**config.mk**
```make
export PLATFORM = sky130hd
export DESIGN_NAME = lsu_dccm_ctl_flat
export DESIGN_NICKNAME = d
export VERILOG_FILES = /design/src/rtl/lsu_dccm_if.sv /design/src/rtl/lsu_dccm_ctl.sv /design/src/flat_wrapper.sv
export SDC_FILE = /design/constraint.sdc
export NUM_CORES = 1
export LEC_CHECK = 0
export ABC_AREA = 1
export ABC_CLOCK_PERIOD_IN_PS = 4300
export BUFFER_PORTS_ARGS = -buffer_cell sky130_fd_sc_hd__buf_2
export CELL_PAD_IN_SITES_DETAIL_PLACEMENT = 0
export CELL_PAD_IN_SITES_GLOBAL_PLACEMENT = 2
export CORE_ASPECT_RATIO = 0.75
export CORE_MARGIN = 2
export CORE_UTILIZATION = 29
export DETAILED_ROUTE_END_ITERATION = 8
export GPL_ROUTABILITY_DRIVEN = 0
export GPL_TIMING_DRIVEN = 0
export PLACE_DENSITY_LB_ADDON = 0.08
export SLEW_MARGIN = 0
export SYNTH_ARGS = -nofsm -noshare
export SYNTH_HDL_FRONTEND = slang
export SYNTH_SLANG_ARGS = --single-unit
export TNS_END_PERCENT = 30
```
**constraint.sdc**
```tcl
create_clock -name clk -period 4.3 [get_ports clk]
set_clock_uncertainty 0.15 [all_clocks]
set_input_delay 0.43 -clock clk [delete_from_list [all_inputs] [get_ports clk]]
set_output_delay 0.43 -clock clk [all_outputs]
set_load 0.01 [all_outputs]
```
**src/rtl/lsu_dccm_if.sv**
```systemverilog
// lsu_dccm_if: LSU request/response and DCCM read/write port bundle
interface lsu_dccm_if #(
  parameter int DCCM_BITS        = 16,
  parameter int DCCM_FDATA_WIDTH = 39
);
  logic                        req_valid;
  logic                        req_ready;
  logic                        req_store;
  logic                        req_unsigned;
  logic [1:0]                  req_size;
  logic [DCCM_BITS-1:0]        req_addr;
  logic [31:0]                 req_wdata;
  logic                        rsp_valid;
  logic                        rsp_err;
  logic [31:0]                 rsp_rdata;
  logic                        dccm_rden;
  logic                        dccm_wren;
  logic [DCCM_BITS-1:0]        dccm_rd_addr_lo;
  logic [DCCM_BITS-1:0]        dccm_rd_addr_hi;
  logic [DCCM_BITS-1:0]        dccm_wr_addr_lo;
  logic [DCCM_BITS-1:0]        dccm_wr_addr_hi;
  logic [DCCM_FDATA_WIDTH-1:0] dccm_wr_data_lo;
  logic [DCCM_FDATA_WIDTH-1:0] dccm_wr_data_hi;
  logic [DCCM_FDATA_WIDTH-1:0] dccm_rd_data_lo;
  logic [DCCM_FDATA_WIDTH-1:0] dccm_rd_data_hi;
  modport slave (
    input  req_valid, req_store, req_unsigned, req_size, req_addr, req_wdata,
           dccm_rd_data_lo, dccm_rd_data_hi,
    output req_ready, rsp_valid, rsp_err, rsp_rdata, dccm_rden, dccm_wren,
           dccm_rd_addr_lo, dccm_rd_addr_hi, dccm_wr_addr_lo, dccm_wr_addr_hi,
           dccm_wr_data_lo, dccm_wr_data_hi
  );
  modport master (
    output req_valid, req_store, req_unsigned, req_size, req_addr, req_wdata,
           dccm_rd_data_lo, dccm_rd_data_hi,
    input  req_ready, rsp_valid, rsp_err, rsp_rdata, dccm_rden, dccm_wren,
           dccm_rd_addr_lo, dccm_rd_addr_hi, dccm_wr_addr_lo, dccm_wr_addr_hi,
           dccm_wr_data_lo, dccm_wr_data_hi
  );
endinterface

```
**src/rtl/lsu_dccm_ctl.sv**
```systemverilog
// lsu_dccm_ctl: DCCM initiator with misaligned split, RMW stores and load extraction
module lsu_dccm_ctl #(
  parameter int DCCM_BITS        = 16,
  parameter int DCCM_BANK_BITS   = 2,
  parameter int DCCM_FDATA_WIDTH = 39
) (
  input logic       clk,
  input logic       rst,
  lsu_dccm_if.slave bus
);
  localparam int AW = DCCM_BITS;
  localparam int EW = DCCM_FDATA_WIDTH - 32;
  typedef enum logic [2:0] {IDLE, RD, MERGE, WR, ERR} state_t;
  state_t state, state_nx;
  logic          st_q, uns_q;
  logic [1:0]    size_q;
  logic [AW-1:0] lo_q, hi_q, rd_lo_q, rd_hi_q, wr_lo_q, wr_hi_q;
  logic [31:0]   wdata_q, wd_lo_q, wd_hi_q, ld;
  logic [AW-1:0] req_hi;
  logic          accept, word_st, rmw;
  logic [4:0]    sh;
  logic [3:0]    smask;
  logic [7:0]    be;
  logic [63:0]   m, w, d, bm, mrg;
  logic          unused_ok;
  assign req_hi  = bus.req_addr + AW'({bus.req_size[1], |bus.req_size});
  assign accept  = bus.req_valid & (state == IDLE) & ~rst;
  assign word_st = bus.req_store & (bus.req_size == 2'd2) &
                   (req_hi[AW-1:2] == bus.req_addr[AW-1:2]);
  assign rmw     = (state == MERGE) & st_q;
  always_ff @(posedge clk) begin
    if (rst) state <= IDLE;
    else     state <= state_nx;
  end
  always_comb begin
    state_nx = state == RD     ? MERGE :
               state != IDLE   ? IDLE  :
               !accept         ? IDLE  :
               &bus.req_size   ? ERR   :
               word_st         ? WR    : RD;
  end
  always_ff @(posedge clk) begin
    if (rst) begin
      {st_q, uns_q, size_q, lo_q, hi_q, wdata_q} <= '0;
      {rd_lo_q, rd_hi_q, wr_lo_q, wr_hi_q, wd_lo_q, wd_hi_q} <= '0;
    end else begin
      if (accept) begin
        st_q    <= bus.req_store;
        uns_q   <= bus.req_unsigned;
        size_q  <= bus.req_size;
        lo_q    <= bus.req_addr;
        hi_q    <= req_hi;
        wdata_q <= bus.req_wdata;
      end
      if (accept && !(&bus.req_size) && !word_st) begin
        rd_lo_q <= bus.req_addr;
        rd_hi_q <= req_hi;
      end
      if (accept && word_st) begin
        wr_lo_q <= bus.req_addr;
        wr_hi_q <= req_hi;
        wd_lo_q <= bus.req_wdata;
        wd_hi_q <= bus.req_wdata;
      end
      if (state == RD && st_q) begin
        wr_lo_q <= lo_q;
        wr_hi_q <= hi_q;
      end
      if (rmw) begin
        wd_lo_q <= mrg[31:0];
        wd_hi_q <= mrg[63:32];
      end
    end
  end
  // Both words are read even when aligned; lo==hi word then, so the 64-bit view stays consistent.
  always_comb begin
    sh    = {lo_q[1:0], 3'b000};
    m     = {bus.dccm_rd_data_hi[31:0], bus.dccm_rd_data_lo[31:0]};
    w     = m >> sh;
    smask = size_q == 2'd0 ? 4'b0001 : size_q == 2'd1 ? 4'b0011 : 4'b1111;
    be    = {4'b0000, smask} << lo_q[1:0];
    d     = {32'b0, wdata_q} << sh;
    bm    = '0;
    for (int i = 0; i < 8; i++) bm[8*i +: 8] = {8{be[i]}};
    mrg   = (m & ~bm) | (d & bm);
    ld    = size_q == 2'd0 ? {{24{~uns_q & w[7]}}, w[7:0]} :
            size_q == 2'd1 ? {{16{~uns_q & w[15]}}, w[15:0]} : w[31:0];
  end
  always_comb begin
    bus.req_ready       = state == IDLE;
    bus.rsp_valid       = ~rst & (state == ERR || state == WR || state == MERGE);
    bus.rsp_err         = ~rst & (state == ERR);
    bus.rsp_rdata       = (~rst & (state == MERGE) & ~st_q) ? ld : 32'b0;
    bus.dccm_rden       = ~rst & (state == RD);
    bus.dccm_wren       = ~rst & (state == WR || rmw);
    bus.dccm_rd_addr_lo = rd_lo_q;
    bus.dccm_rd_addr_hi = rd_hi_q;
    bus.dccm_wr_addr_lo = wr_lo_q;
    bus.dccm_wr_addr_hi = wr_hi_q;
    bus.dccm_wr_data_lo = {{EW{1'b0}}, rmw ? mrg[31:0] : wd_lo_q};
    bus.dccm_wr_data_hi = {{EW{1'b0}}, rmw ? mrg[63:32] : wd_hi_q};
  end
  assign unused_ok = ^{bus.dccm_rd_data_lo[DCCM_FDATA_WIDTH-1:32],
                       bus.dccm_rd_data_hi[DCCM_FDATA_WIDTH-1:32],
                       w[63:32], lo_q[2 +: DCCM_BANK_BITS]};
endmodule

```
**src/flat_wrapper.sv**
```systemverilog
// flat-port wrapper written by rule: the top's interface ports become plain ports
module lsu_dccm_ctl_flat 
#(
  parameter int DCCM_BITS        = 16,
  parameter int DCCM_BANK_BITS   = 2,
  parameter int DCCM_FDATA_WIDTH = 39
)
  (clk, rst, bus_req_valid, bus_req_store, bus_req_unsigned, bus_req_size, bus_req_addr, bus_req_wdata, bus_dccm_rd_data_lo, bus_dccm_rd_data_hi, bus_req_ready, bus_rsp_valid, bus_rsp_err, bus_rsp_rdata, bus_dccm_rden, bus_dccm_wren, bus_dccm_rd_addr_lo, bus_dccm_rd_addr_hi, bus_dccm_wr_addr_lo, bus_dccm_wr_addr_hi, bus_dccm_wr_data_lo, bus_dccm_wr_data_hi);
  lsu_dccm_if #(.DCCM_BITS(DCCM_BITS), .DCCM_FDATA_WIDTH(DCCM_FDATA_WIDTH)) bus_i ();
  input logic clk;
  input logic rst;
  input wire logic [$bits(bus_i.req_valid)-1:0] bus_req_valid;
  input wire logic [$bits(bus_i.req_store)-1:0] bus_req_store;
  input wire logic [$bits(bus_i.req_unsigned)-1:0] bus_req_unsigned;
  input wire logic [$bits(bus_i.req_size)-1:0] bus_req_size;
  input wire logic [$bits(bus_i.req_addr)-1:0] bus_req_addr;
  input wire logic [$bits(bus_i.req_wdata)-1:0] bus_req_wdata;
  input wire logic [$bits(bus_i.dccm_rd_data_lo)-1:0] bus_dccm_rd_data_lo;
  input wire logic [$bits(bus_i.dccm_rd_data_hi)-1:0] bus_dccm_rd_data_hi;
  output wire logic [$bits(bus_i.req_ready)-1:0] bus_req_ready;
  output wire logic [$bits(bus_i.rsp_valid)-1:0] bus_rsp_valid;
  output wire logic [$bits(bus_i.rsp_err)-1:0] bus_rsp_err;
  output wire logic [$bits(bus_i.rsp_rdata)-1:0] bus_rsp_rdata;
  output wire logic [$bits(bus_i.dccm_rden)-1:0] bus_dccm_rden;
  output wire logic [$bits(bus_i.dccm_wren)-1:0] bus_dccm_wren;
  output wire logic [$bits(bus_i.dccm_rd_addr_lo)-1:0] bus_dccm_rd_addr_lo;
  output wire logic [$bits(bus_i.dccm_rd_addr_hi)-1:0] bus_dccm_rd_addr_hi;
  output wire logic [$bits(bus_i.dccm_wr_addr_lo)-1:0] bus_dccm_wr_addr_lo;
  output wire logic [$bits(bus_i.dccm_wr_addr_hi)-1:0] bus_dccm_wr_addr_hi;
  output wire logic [$bits(bus_i.dccm_wr_data_lo)-1:0] bus_dccm_wr_data_lo;
  output wire logic [$bits(bus_i.dccm_wr_data_hi)-1:0] bus_dccm_wr_data_hi;
  assign bus_i.req_valid = bus_req_valid;
  assign bus_i.req_store = bus_req_store;
  assign bus_i.req_unsigned = bus_req_unsigned;
  assign bus_i.req_size = bus_req_size;
  assign bus_i.req_addr = bus_req_addr;
  assign bus_i.req_wdata = bus_req_wdata;
  assign bus_i.dccm_rd_data_lo = bus_dccm_rd_data_lo;
  assign bus_i.dccm_rd_data_hi = bus_dccm_rd_data_hi;
  assign bus_req_ready = bus_i.req_ready;
  assign bus_rsp_valid = bus_i.rsp_valid;
  assign bus_rsp_err = bus_i.rsp_err;
  assign bus_rsp_rdata = bus_i.rsp_rdata;
  assign bus_dccm_rden = bus_i.dccm_rden;
  assign bus_dccm_wren = bus_i.dccm_wren;
  assign bus_dccm_rd_addr_lo = bus_i.dccm_rd_addr_lo;
  assign bus_dccm_rd_addr_hi = bus_i.dccm_rd_addr_hi;
  assign bus_dccm_wr_addr_lo = bus_i.dccm_wr_addr_lo;
  assign bus_dccm_wr_addr_hi = bus_i.dccm_wr_addr_hi;
  assign bus_dccm_wr_data_lo = bus_i.dccm_wr_data_lo;
  assign bus_dccm_wr_data_hi = bus_i.dccm_wr_data_hi;
  lsu_dccm_ctl #(.DCCM_BITS(DCCM_BITS), .DCCM_BANK_BITS(DCCM_BANK_BITS), .DCCM_FDATA_WIDTH(DCCM_FDATA_WIDTH)) u_core (.clk(clk), .rst(rst), .bus(bus_i));
endmodule
```
# After elaboration in Yosys (flattened, before gate mapping)
# Cells that the tools add are included.
[op_classes] reduce_logical=18 n_bitwise=21 addsub=1 eq_ne=7 n_mux=19 shifts=3
[op_table] operator="32-bit 2-to-1 mux" n=8
[op_table] operator="64-bit bitwise AND" n=2
[op_table] operator="16-bit 2-to-1 mux" n=4
[op_table] operator="64-bit NOT" n=1
[op_table] operator="64-bit OR" n=1
[op_table] operator="32-bit by 5-bit left shift with 64-bit output" n=1
[op_table] operator="64-bit by 5-bit right shift with 32-bit output" n=1
[op_table] operator="16-bit by 2-bit adder with 16-bit output" n=1
[op_table] operator="14-bit equality test" n=1
[op_table] operator="1-bit bitwise AND" n=13
[op_table] operator="2-bit 2-to-1 mux" n=4
[op_table] operator="4-bit 2-to-1 mux" n=2
[op_table] operator="4-bit by 2-bit left shift with 8-bit output" n=1
[op_table] operator="3-bit by 2-bit equality test with 1-bit output (second input constant)" n=2
[op_table] operator="5-bit OR reduction" n=1
[op_table] operator="1-bit logical AND" n=4
[op_table] operator="1-bit NOT" n=4
[op_table] operator="2-bit nonzero test" n=2
[op_table] operator="4-bit OR reduction" n=1
[op_table] operator="3-bit by 1-bit equality test with 1-bit output (second input constant)" n=1
[op_table] operator="3-bit equality test (second input constant)" n=1
[op_table] operator="3-bit zero test" n=1
[op_table] operator="1-bit logical OR" n=3
[op_table] operator="3-bit 2-to-1 mux" n=1
[op_table] operator="7 further kinds" n=8
[totals] input_bits=133 register_bits=199 out_inout_bits=179 word_cells=84

# Longest topological paths before layout
# Gate-level depths: netlist (run 1).
[depth] depth_word=9 depth_mapped=15

# Least setup slack after synthesis (run 1)
# No wires, ideal clock.
[synth_timing] path_kind="input port to flip-flop" start="input bus_req_size[1]" end="register u_core.rd_hi_q[12], in the netlist u_core.bus.dccm_rd_addr_hi[12]" arrival_time_ps=1951 setup_time_ps=117 path_buffers=0 stages=12 setup_slack_ps=2082 path_cell_list="inv_1 > nand2_1 > ha_1 > inv_1 > fa_1 > inv_1 > nand2_1 > nor2_1 > nand4_1 > and2_1 > nor2_1 > nor2_1"
[synth_between] elab_chain_len=6
[synth_rtl] element="start, declared" line_no="flat_wrapper.sv:15" rtl="input wire logic [$bits(bus_i.req_size)-1:0] bus_req_size;"
[synth_rtl] element="2-bit OR reduction" line_no="lsu_dccm_ctl.sv:26" rtl="assign req_hi = bus.req_addr + AW'({bus.req_size[1], |bus.req_size});"
[synth_rtl] element="16-bit by 2-bit adder with 16-bit output" line_no="lsu_dccm_ctl.sv:26"
[synth_rtl] element="14-bit equality test" line_no="lsu_dccm_ctl.sv:29" rtl="(req_hi[AW-1:2] == bus.req_addr[AW-1:2]);"
[synth_rtl] element="1-bit bitwise AND" line_no="lsu_dccm_ctl.sv:28" rtl="assign word_st = bus.req_store & (bus.req_size == 2'd2) &"
[synth_rtl] element="1-bit zero test" line_no="lsu_dccm_ctl.sv:55" rtl="if (accept && !(&bus.req_size) && !word_st) begin"
[synth_rtl] element="1-bit logical AND" line_no="lsu_dccm_ctl.sv:55"
[synth_rtl] element="end signal, assigned" line_no="lsu_dccm_ctl.sv:57" rtl="rd_hi_q <= req_hi;"
[synth_rtl] element="end, declared" line_no="lsu_dccm_ctl.sv:17" rtl="logic [AW-1:0] lo_q, hi_q, rd_lo_q, rd_hi_q, wr_lo_q, wr_hi_q;"
# Several ways; a longest one is shown, not always the timed one.
# A chain may end at the register's enable or synchronous reset.

# Worst setup path in the final report (run 1)
[layout_timing] start="register u_core.size_q[0]" end="output bus_dccm_wr_data_lo[24]"
[layout_between] elab_chain_len=8
[layout_rtl] element="start, declared" line_no="lsu_dccm_ctl.sv:16" rtl="logic [1:0] size_q;"
[layout_rtl] element="start signal, assigned" line_no="lsu_dccm_ctl.sv:50" rtl="size_q <= bus.req_size;"
[layout_rtl] element="2-bit by 1-bit equality test with 1-bit output" line_no="lsu_dccm_ctl.sv:80" rtl="smask = size_q == 2'd0 ? 4'b0001 : size_q == 2'd1 ? 4'b0011 : 4'b1111;"
[layout_rtl] element="4-bit 2-to-1 mux" line_no="lsu_dccm_ctl.sv:80"
[layout_rtl] element="4-bit 2-to-1 mux (*)" line_no="lsu_dccm_ctl.sv:80"
[layout_rtl] element="4-bit by 2-bit left shift with 8-bit output (*)" line_no="lsu_dccm_ctl.sv:81" rtl="be = {4'b0000, smask} << lo_q[1:0];"
[layout_rtl] element="64-bit NOT" line_no="lsu_dccm_ctl.sv:85" rtl="mrg = (m & ~bm) | (d & bm);"
[layout_rtl] element="64-bit bitwise AND" line_no="lsu_dccm_ctl.sv:85"
[layout_rtl] element="64-bit OR (*)" line_no="lsu_dccm_ctl.sv:85"
[layout_rtl] element="32-bit 2-to-1 mux (*)" line_no="lsu_dccm_ctl.sv:100" rtl="bus.dccm_wr_data_lo = {{EW{1'b0}}, rmw ? mrg[31:0] : wd_lo_q};"
[layout_rtl] element="end, declared" line_no="flat_wrapper.sv:30" rtl="output wire logic [$bits(bus_i.dccm_wr_data_lo)-1:0] bus_dccm_wr_data_lo;"
# Mark *: on every way between the ends. The rest lies on a longest branch, timed or not.

==> impl_metrics.json, run 1 <==
{
  "outcome": "complete, no violations",
  "slew_headroom_pct": 40.55,
  "nets": 2231,
  "htree_levels": 4,
  "worst_pin_slew_ns": 0.8917,
  "avgSynthCellArea_um2": 6.300,
  "crit_path_end_kind": "output pin",
  "crit_chain": "nor2_1 -> nand2_2 -> nand2_2 -> inv_1 -> nand3_1 -> nand2_1 -> o21ai_0 -> buf_2",
  "place_inst": 2588,
  "period_share_pct": 86.48,
  "finalSetupViolCount": 0,
  "die_x_um": 231.1,
  "ys_seq_elements": 199,
  "p_per_area_mw_per_mm2": 331.0,
  "grt_pass1_vias": 12190,
  "rows": 62,
  "syn_inst": 1781,
  "cp.arrival_ns": 3.14,
  "clock_sinks": 199,
  "initial_utilization_pct": 29.34,
  "cp_top_family": "simple AND/OR/NAND/NOR gates",
  "cts_tree": "built",
  "synth_top_family_by_area": "simple AND/OR/NAND/NOR gates",
  "grt_max_degree": 20,
  "cts-root-buf": "clkbuf_16",
  "fin_setup_tns_ns": 0,
  "max_freq_mhz": 268.9,
  "synth-simple-area-share_pct": 32.56,
  "cp_num_buf_inv": 2,
  "drt_iter0_drc": 1556,
  "critPathMaxFanout": 9,
  "holdBufCountCts": 0,
  "rsz0062_at_grt": "no",
  "drt-wirelength-per-cell_um": 22.76,
  "vias_per_cell": 5.107,
  "ys_seq_area_share_pct": 35.51,
  "worstHoldPathType": "input port to register",
  "grt_pass1_wl_um": 83860,
  "ctsResizeCount": 0,
  "io_buffers": 282,
  "synth_edf_count": 0,
  "critPathKind": "register to output pin",
  "crit_slowest_cell": "nor2_1",
  "clk_latency_ns": 0.46,
  "drive_gt1_share_pct": 20.93,
  "die_h_um": 174.3,
  "fillCellCount": 4367,
  "area_delta_synth_final_pct": 24.29,
  "synthArstFlopShare_pct": 0,
  "setup_ws_ns": 0.5815,
  "finalNonFillerCells": 2624,
  "drcViolationCount": 0,
  "synth_xor_area_share_pct": 0.3903,
  "synth_largest_area_cell": "dfxtp_1",
  "postCtsSetupRepairBufs": 0,
  "grt_util_all_layers_pct": 28.87,
  "vdd_ir_drop_max_mv": 0.2506,
  "finalMaxSlewViolations": 0,
  "synth_top_area_share_pct": 35.51,
  "hpwlAfterDp_um": 48130,
  "synth_compound_area_share_pct": 19.29,
  "ant_nets": 0,
  "critical_path.startpoint_type": "register",
  "cp_slowest_stage_delay_ns": 0.67,
  "antenna_found_initial": 7,
  "synthMuxAreaShare_pct": 0,
  "drt-total-wl_um": 59730,
  "first_pass_iters": 5,
  "clk_pin_slew_ns": 0.08,
  "synthDistinctLibCells": 36,
  "dieArea_mm2": 0.04029,
  "core_mm2": 0.03824,
  "total_power_mw": 4.616,
  "yosys_warnings": 0,
  "synth_area_mm2": 0.01122,
  "synth.most_common_cell": "nand2_1",
  "period_needed_ns": 3.719,
  "synth_adder_area_share_pct": 0.4015,
  "overflow": 0,
  "place_ws_ns": 1.215,
  "cts_buffers": 17,
  "required_ns": 3.72,
  "synth_commonest_cells": "nand2_1, o21ai_0, dfxtp_1",
  "synth-main-ff-cell": "dfxtp_1",
  "leakagePower_nw": 7.039,
  "io-pin-count": 312,
  "vias": 13400,
  "synth.area.top_cells": "dfxtp_1, nand2_1, o21ai_0",
  "finalHoldViolations": 0,
  "cpMostUsedCell": "nand2_2",
  "cts_max_path_buffers": 2,
  "maxCapViolCount": 0
}
through the flow:
stage / area (µm²) / util, % / hold WS, ns
6_report: 13940 / 36.46 / 0.03651
5_1_grt: 13940 / 36.46 / 0.03701
4_1_cts: 13930 / 36.43 / 0.02632
3_5_place_dp: 13320 / 34.83 / 0.3059
3_3_place_gp: 13320 / 34.83 / 0.2988
2_1_floorplan: 11270 / - / 0.2910
worst register-to-register path, delay by kind of cell (launching register included):
kind / cells / cell delay, ns
buffers and inverters: 2 / 0.32
flip-flops: 1 / 0.36
AND/OR/NAND/NOR: 7 / 1.90
cells in the final DEF, fill, tap and decap left out, types with 4 or more instances in the layout:
| master | n |
|---|---|
| a21oi_1 | 92 |
| a31oi_1 | 7 |
| nand3_1 | 148 |
| nor2_2 | 15 |
| and3_1 | 6 |
| inv_6 | 4 |
| o21ai_0 | 263 |
| inv_2 | 7 |
| o22ai_1 | 6 |
| diode_2 | 5 |
| inv_1 | 164 |
| o211ai_1 | 31 |
| xor2_1 | 5 |
| clkbuf_1 | 44 |
| buf_4 | 21 |
| conb_1 | 14 |
| nand4_1 | 6 |
| nor2_1 | 167 |
| nor3_1 | 11 |
| clkbuf_16 | 17 |
| a211oi_1 | 7 |
| nor3_2 | 10 |
| nand2_2 | 6 |
| buf_2 | 336 |
| buf_6 | 7 |
| dfxtp_1 | 199 |
| nand2_1 | 486 |
where the power goes:
part	internal, mW	switching (mW)
clock	0.887	0.870
combinational	0.249	0.613
sequential	1.93	0.0658
total	3.07	1.55
layer usage:
layer | routed length (µm) | GRT usage (%) | part of all wire [%]
met3 | 5399 | 6.086 | 9.0
met1 | 31380 | 47.67 | 53
met2 | 22090 | 36.35 | 37
met4 | 827 | 6.532 | 1.4
met5 | 37 | 0 | 0.062
area by class of cell:
type	count	area [µm²]	area share, %
antenna	5	12.51	0.08973
buffer	129	683.2	4.899
clock buffer	17	425.4	3.051
clock inverter	14	186.4	1.337
inverter	171	641.9	4.603
multi-input combinational	1295	5959	42.74
sequential	199	3984	28.57
tap	512	640.6	4.594
timing repair buffer	282	1411	10.12
final timing paths:
path | start | end | slack, ns | cells past startpoint
worst max-delay path | u_core.size_q[0] | bus_dccm_wr_data_lo[24] | 0.58 | 8
worst min-delay path | bus_req_wdata[21] | u_core.wdata_q[21] | 0.04 | 3
worst max register to register | u_core.size_q[0] | u_core.wd_lo_q[25] | 1.55 | 9
worst min register to register | u_core.wd_hi_q[25] | u_core.wd_hi_q[25] | 0.32 | 2
logic make-up (layout without fill, tap and decap cells):
kind of cell | Yosys count | after routing
AND/OR/NAND/NOR | 864 | 864
AO/OA/AOI/OAI | 409 | 409
buffers and inverters | 300 | 613
flip-flops | 199 | 199
XOR/XNOR | 5 | 5
adder cells (fa/ha/maj) | 3 | 3
other | 1 | 19
flip-flops by register name (all words and copies together), names as in the netlist:
name	flops
u_core.bus.dccm_rd_addr_hi	16
u_core.bus.dccm_rd_addr_lo	16
u_core.bus.dccm_wr_addr_hi	16
u_core.bus.dccm_wr_addr_lo	16
u_core.hi_q	16
u_core.lo_q	16
u_core.size_q	2
u_core.st_q	1
u_core.state	3
u_core.uns_q	1
u_core.wd_hi_q	32
u_core.wd_lo_q	32
u_core.wdata_q	32
Note: power is estimated with default switching activity, not from simulation.
==> run 2: changes to the inputs <==
--- a/config.mk
+++ b/config.mk
@@ -11,7 +11,7 @@
 export CELL_PAD_IN_SITES_DETAIL_PLACEMENT = 0
 export CELL_PAD_IN_SITES_GLOBAL_PLACEMENT = 2
 export CORE_ASPECT_RATIO = 0.75
-export CORE_MARGIN = 2
+export CORE_MARGIN = 1
 export CORE_UTILIZATION = 29
 export DETAILED_ROUTE_END_ITERATION = 8
 export GPL_ROUTABILITY_DRIVEN = 0
==> run 2 against run 1 <==
Against the previous run: register-to-register slack improved by 0.02 ns; sequential share of layout area rose by 0.082 points; final area fell by 0.29%; die area is 2.0% lower; worst hold slack improved by 0.0026 ns; wire length down 0.99%; combinational power hardly changed; first-iteration DRC count is 3.5% higher.
==> impl_metrics.json, run 2 (synthesized netlist as in run 1, its figures left out) <==
{
  "outcome": "complete, no violations",
  "leakagePower_nw": 7.035,
  "crit_chain": "nor2_1 -> nand2_2 -> nand2_2 -> inv_1 -> nand3_1 -> nand2_1 -> o21ai_0 -> buf_2",
  "grt_max_degree": 19,
  "required_ns": 3.72,
  "drt-wirelength-per-cell_um": 22.61,
  "drt_iter0_drc": 1610,
  "cts_tree": "built",
  "top_regs": "u_core.wd_hi_q x32, u_core.wd_lo_q x32, u_core.wdata_q x32",
  "stdcell_area_mm2": 0.01390,
  "crit_path_end": "bus_dccm_wr_data_lo[24]",
  "worst-path-stages": 8,
  "finalMaxSlewViolations": 0,
  "cpMostUsedCell": "nand2_2",
  "critical_path.startpoint_type": "register",
  "total_power_mw": 4.532,
  "vdd_ir_drop_max_mv": 0.2559,
  "place_ws_ns": 1.194,
  "layout_common_cells": "nand2_1, buf_2, o21ai_0, dfxtp_1, nor2_1",
  "r2r_cells": 9,
  "htree_levels": 4,
  "max_freq_mhz": 272.7,
  "p_per_area_mw_per_mm2": 326.0,
  "cp.arrival_ns": 3.09,
  "hpwlAfterDp_um": 47570,
  "timing.rr.start": "u_core.size_q[0]",
  "dieArea_mm2": 0.03949,
  "worstHoldPathType": "input port to register",
  "first_pass_iters": 5,
  "io-pin-count": 312,
  "maxCapViolCount": 0,
  "crit_path_end_kind": "output pin",
  "fin_setup_tns_ns": 0,
  "rows": 61,
  "crit_slowest_cell": "nor2_1",
  "die_x_um": 229.1,
  "critPathMaxFanout": 9,
  "cp_num_buf_inv": 2,
  "setup_ws_ns": 0.6333,
  "clock_sinks": 199,
  "io_buffers": 282,
  "worst_pin_slew_ns": 0.9099,
  "cp_top_family": "simple AND/OR/NAND/NOR gates",
  "cts_buffers": 17,
  "crit-reg2reg-capture": "u_core.wd_lo_q[25]",
  "fillCellCount": 4259,
  "initial_utilization_pct": 29.88,
  "overflow": 0,
  "finalHoldViolations": 0,
  "grt_pass1_wl_um": 83600,
  "clk_latency_ns": 0.47,
  "antenna_found_initial": 4,
  "vias_per_cell": 5.141,
  "clk_pin_slew_ns": 0.08,
  "nets": 2232,
  "mostFrequentLayoutCell": "nand2_1",
  "slew_headroom_pct": 39.34,
  "die_h_um": 172.3,
  "seqCellArea_mm2": 0.003984,
  "drcViolationCount": 0,
  "placed_area_mm2": 0.01331,
  "cts_max_path_buffers": 2,
  "ant_nets": 0,
  "grt_pass1_vias": 12120,
  "r2r_slack_ns": 1.57,
  "area_delta_synth_final_pct": 23.93,
  "period_share_pct": 85.27,
  "multi_input_area_mm2": 0.005959,
  "drt-total-wl_um": 59140,
  "critPathLaunch": "u_core.size_q[0]",
  "rsz0062_at_grt": "no",
  "drive_gt1_share_pct": 20.96,
  "core_mm2": 0.03755,
  "ctsResizeCount": 0,
  "vias": 13440,
  "grt_util_all_layers_pct": 29.43,
  "postCtsSetupRepairBufs": 0,
  "cp_slowest_stage_delay_ns": 0.66,
  "cts-root-buf": "clkbuf_16",
  "holdWs_ns": 0.03915,
  "critPathKind": "register to output pin",
  "period_needed_ns": 3.667,
  "finalSetupViolCount": 0,
  "holdBufCountCts": 1
}
==> run 2: changes by cell type in the layout (fill, tap and decap cells not counted) <==
cell,previous run,this run
clkinv_2,0,4
diode_2,5,2
clkinv_4,2,0
bufinv_16,2,1
clkbuf_8,0,1
clkinv_8,2,1
dlygate4sd3_1,0,1
inv_6,4,5
inv_8,3,2
==> run 2: stage by stage <==
stage / instances / util [%]
5_1_grt: 2615 / 37.03
2_1_floorplan: 1794 / -
3_3_place_gp: 2580 / 35.45
3_5_place_dp: 2580 / 35.45
6_report: 2615 / 37.03
4_1_cts: 2613 / 37.02
==> run 2: tightest hold or removal path: stages <==
cell and delay (ns):
buf_2 0.09, nand2_1 0.04, o21ai_0 0.05
==> run 2: how the worst min path moves through the flow <==
stage / startpoint / to / slack, ns / depth (start not counted)
floorplan: u_core.wd_hi_q[24] / u_core.wd_hi_q[24] / 0.29 / 2
global placement: u_core.wd_hi_q[27] / u_core.wd_hi_q[27] / 0.30 / 2
detailed placement: u_core.wd_hi_q[24] / u_core.wd_hi_q[24] / 0.30 / 2
CTS: bus_req_wdata[16] / u_core.wdata_q[16] / 0.02 / 3
global route: bus_req_wdata[16] / u_core.wdata_q[16] / 0.04 / 3
finish: bus_req_wdata[16] / u_core.wdata_q[16] / 0.04 / 3
==> run 2: layer usage <==
metal | vias up | track usage, % | wire [µm]
met3 | 52 | 8.674 | 6363
met2 | 658 | 37.93 | 22210
met5 | - | 0 | 36
li1 | 6370 | - | -
met4 | 6 | 6.087 | 697
met1 | 6358 | 46.14 | 29830
==> run 2: layout make-up <==
class | count | share of cell area, %
Buffer | 129 | 4.913
Antenna cell | 2 | 0.03599
Timing Repair Buffer | 283 | 10.22
Clock inverter | 14 | 1.008
Multi-Input combinational cell | 1295 | 42.86
Tap cell | 504 | 4.535
Inverter | 171 | 4.616
Clock buffer | 18 | 3.158
Sequential cell | 199 | 28.65
==> run 2: power breakdown <==
group | total, mW | internal [mW] | switching (mW) | leakage [nW]
Sequential | 2.00 | 1.93 | 0.0648 | 1.62
Combinational | 0.862 | 0.250 | 0.612 | 5.13
Clock | 1.67 | 0.834 | 0.841 | 0.288
Total | 4.53 | 3.01 | 1.52 | 7.03
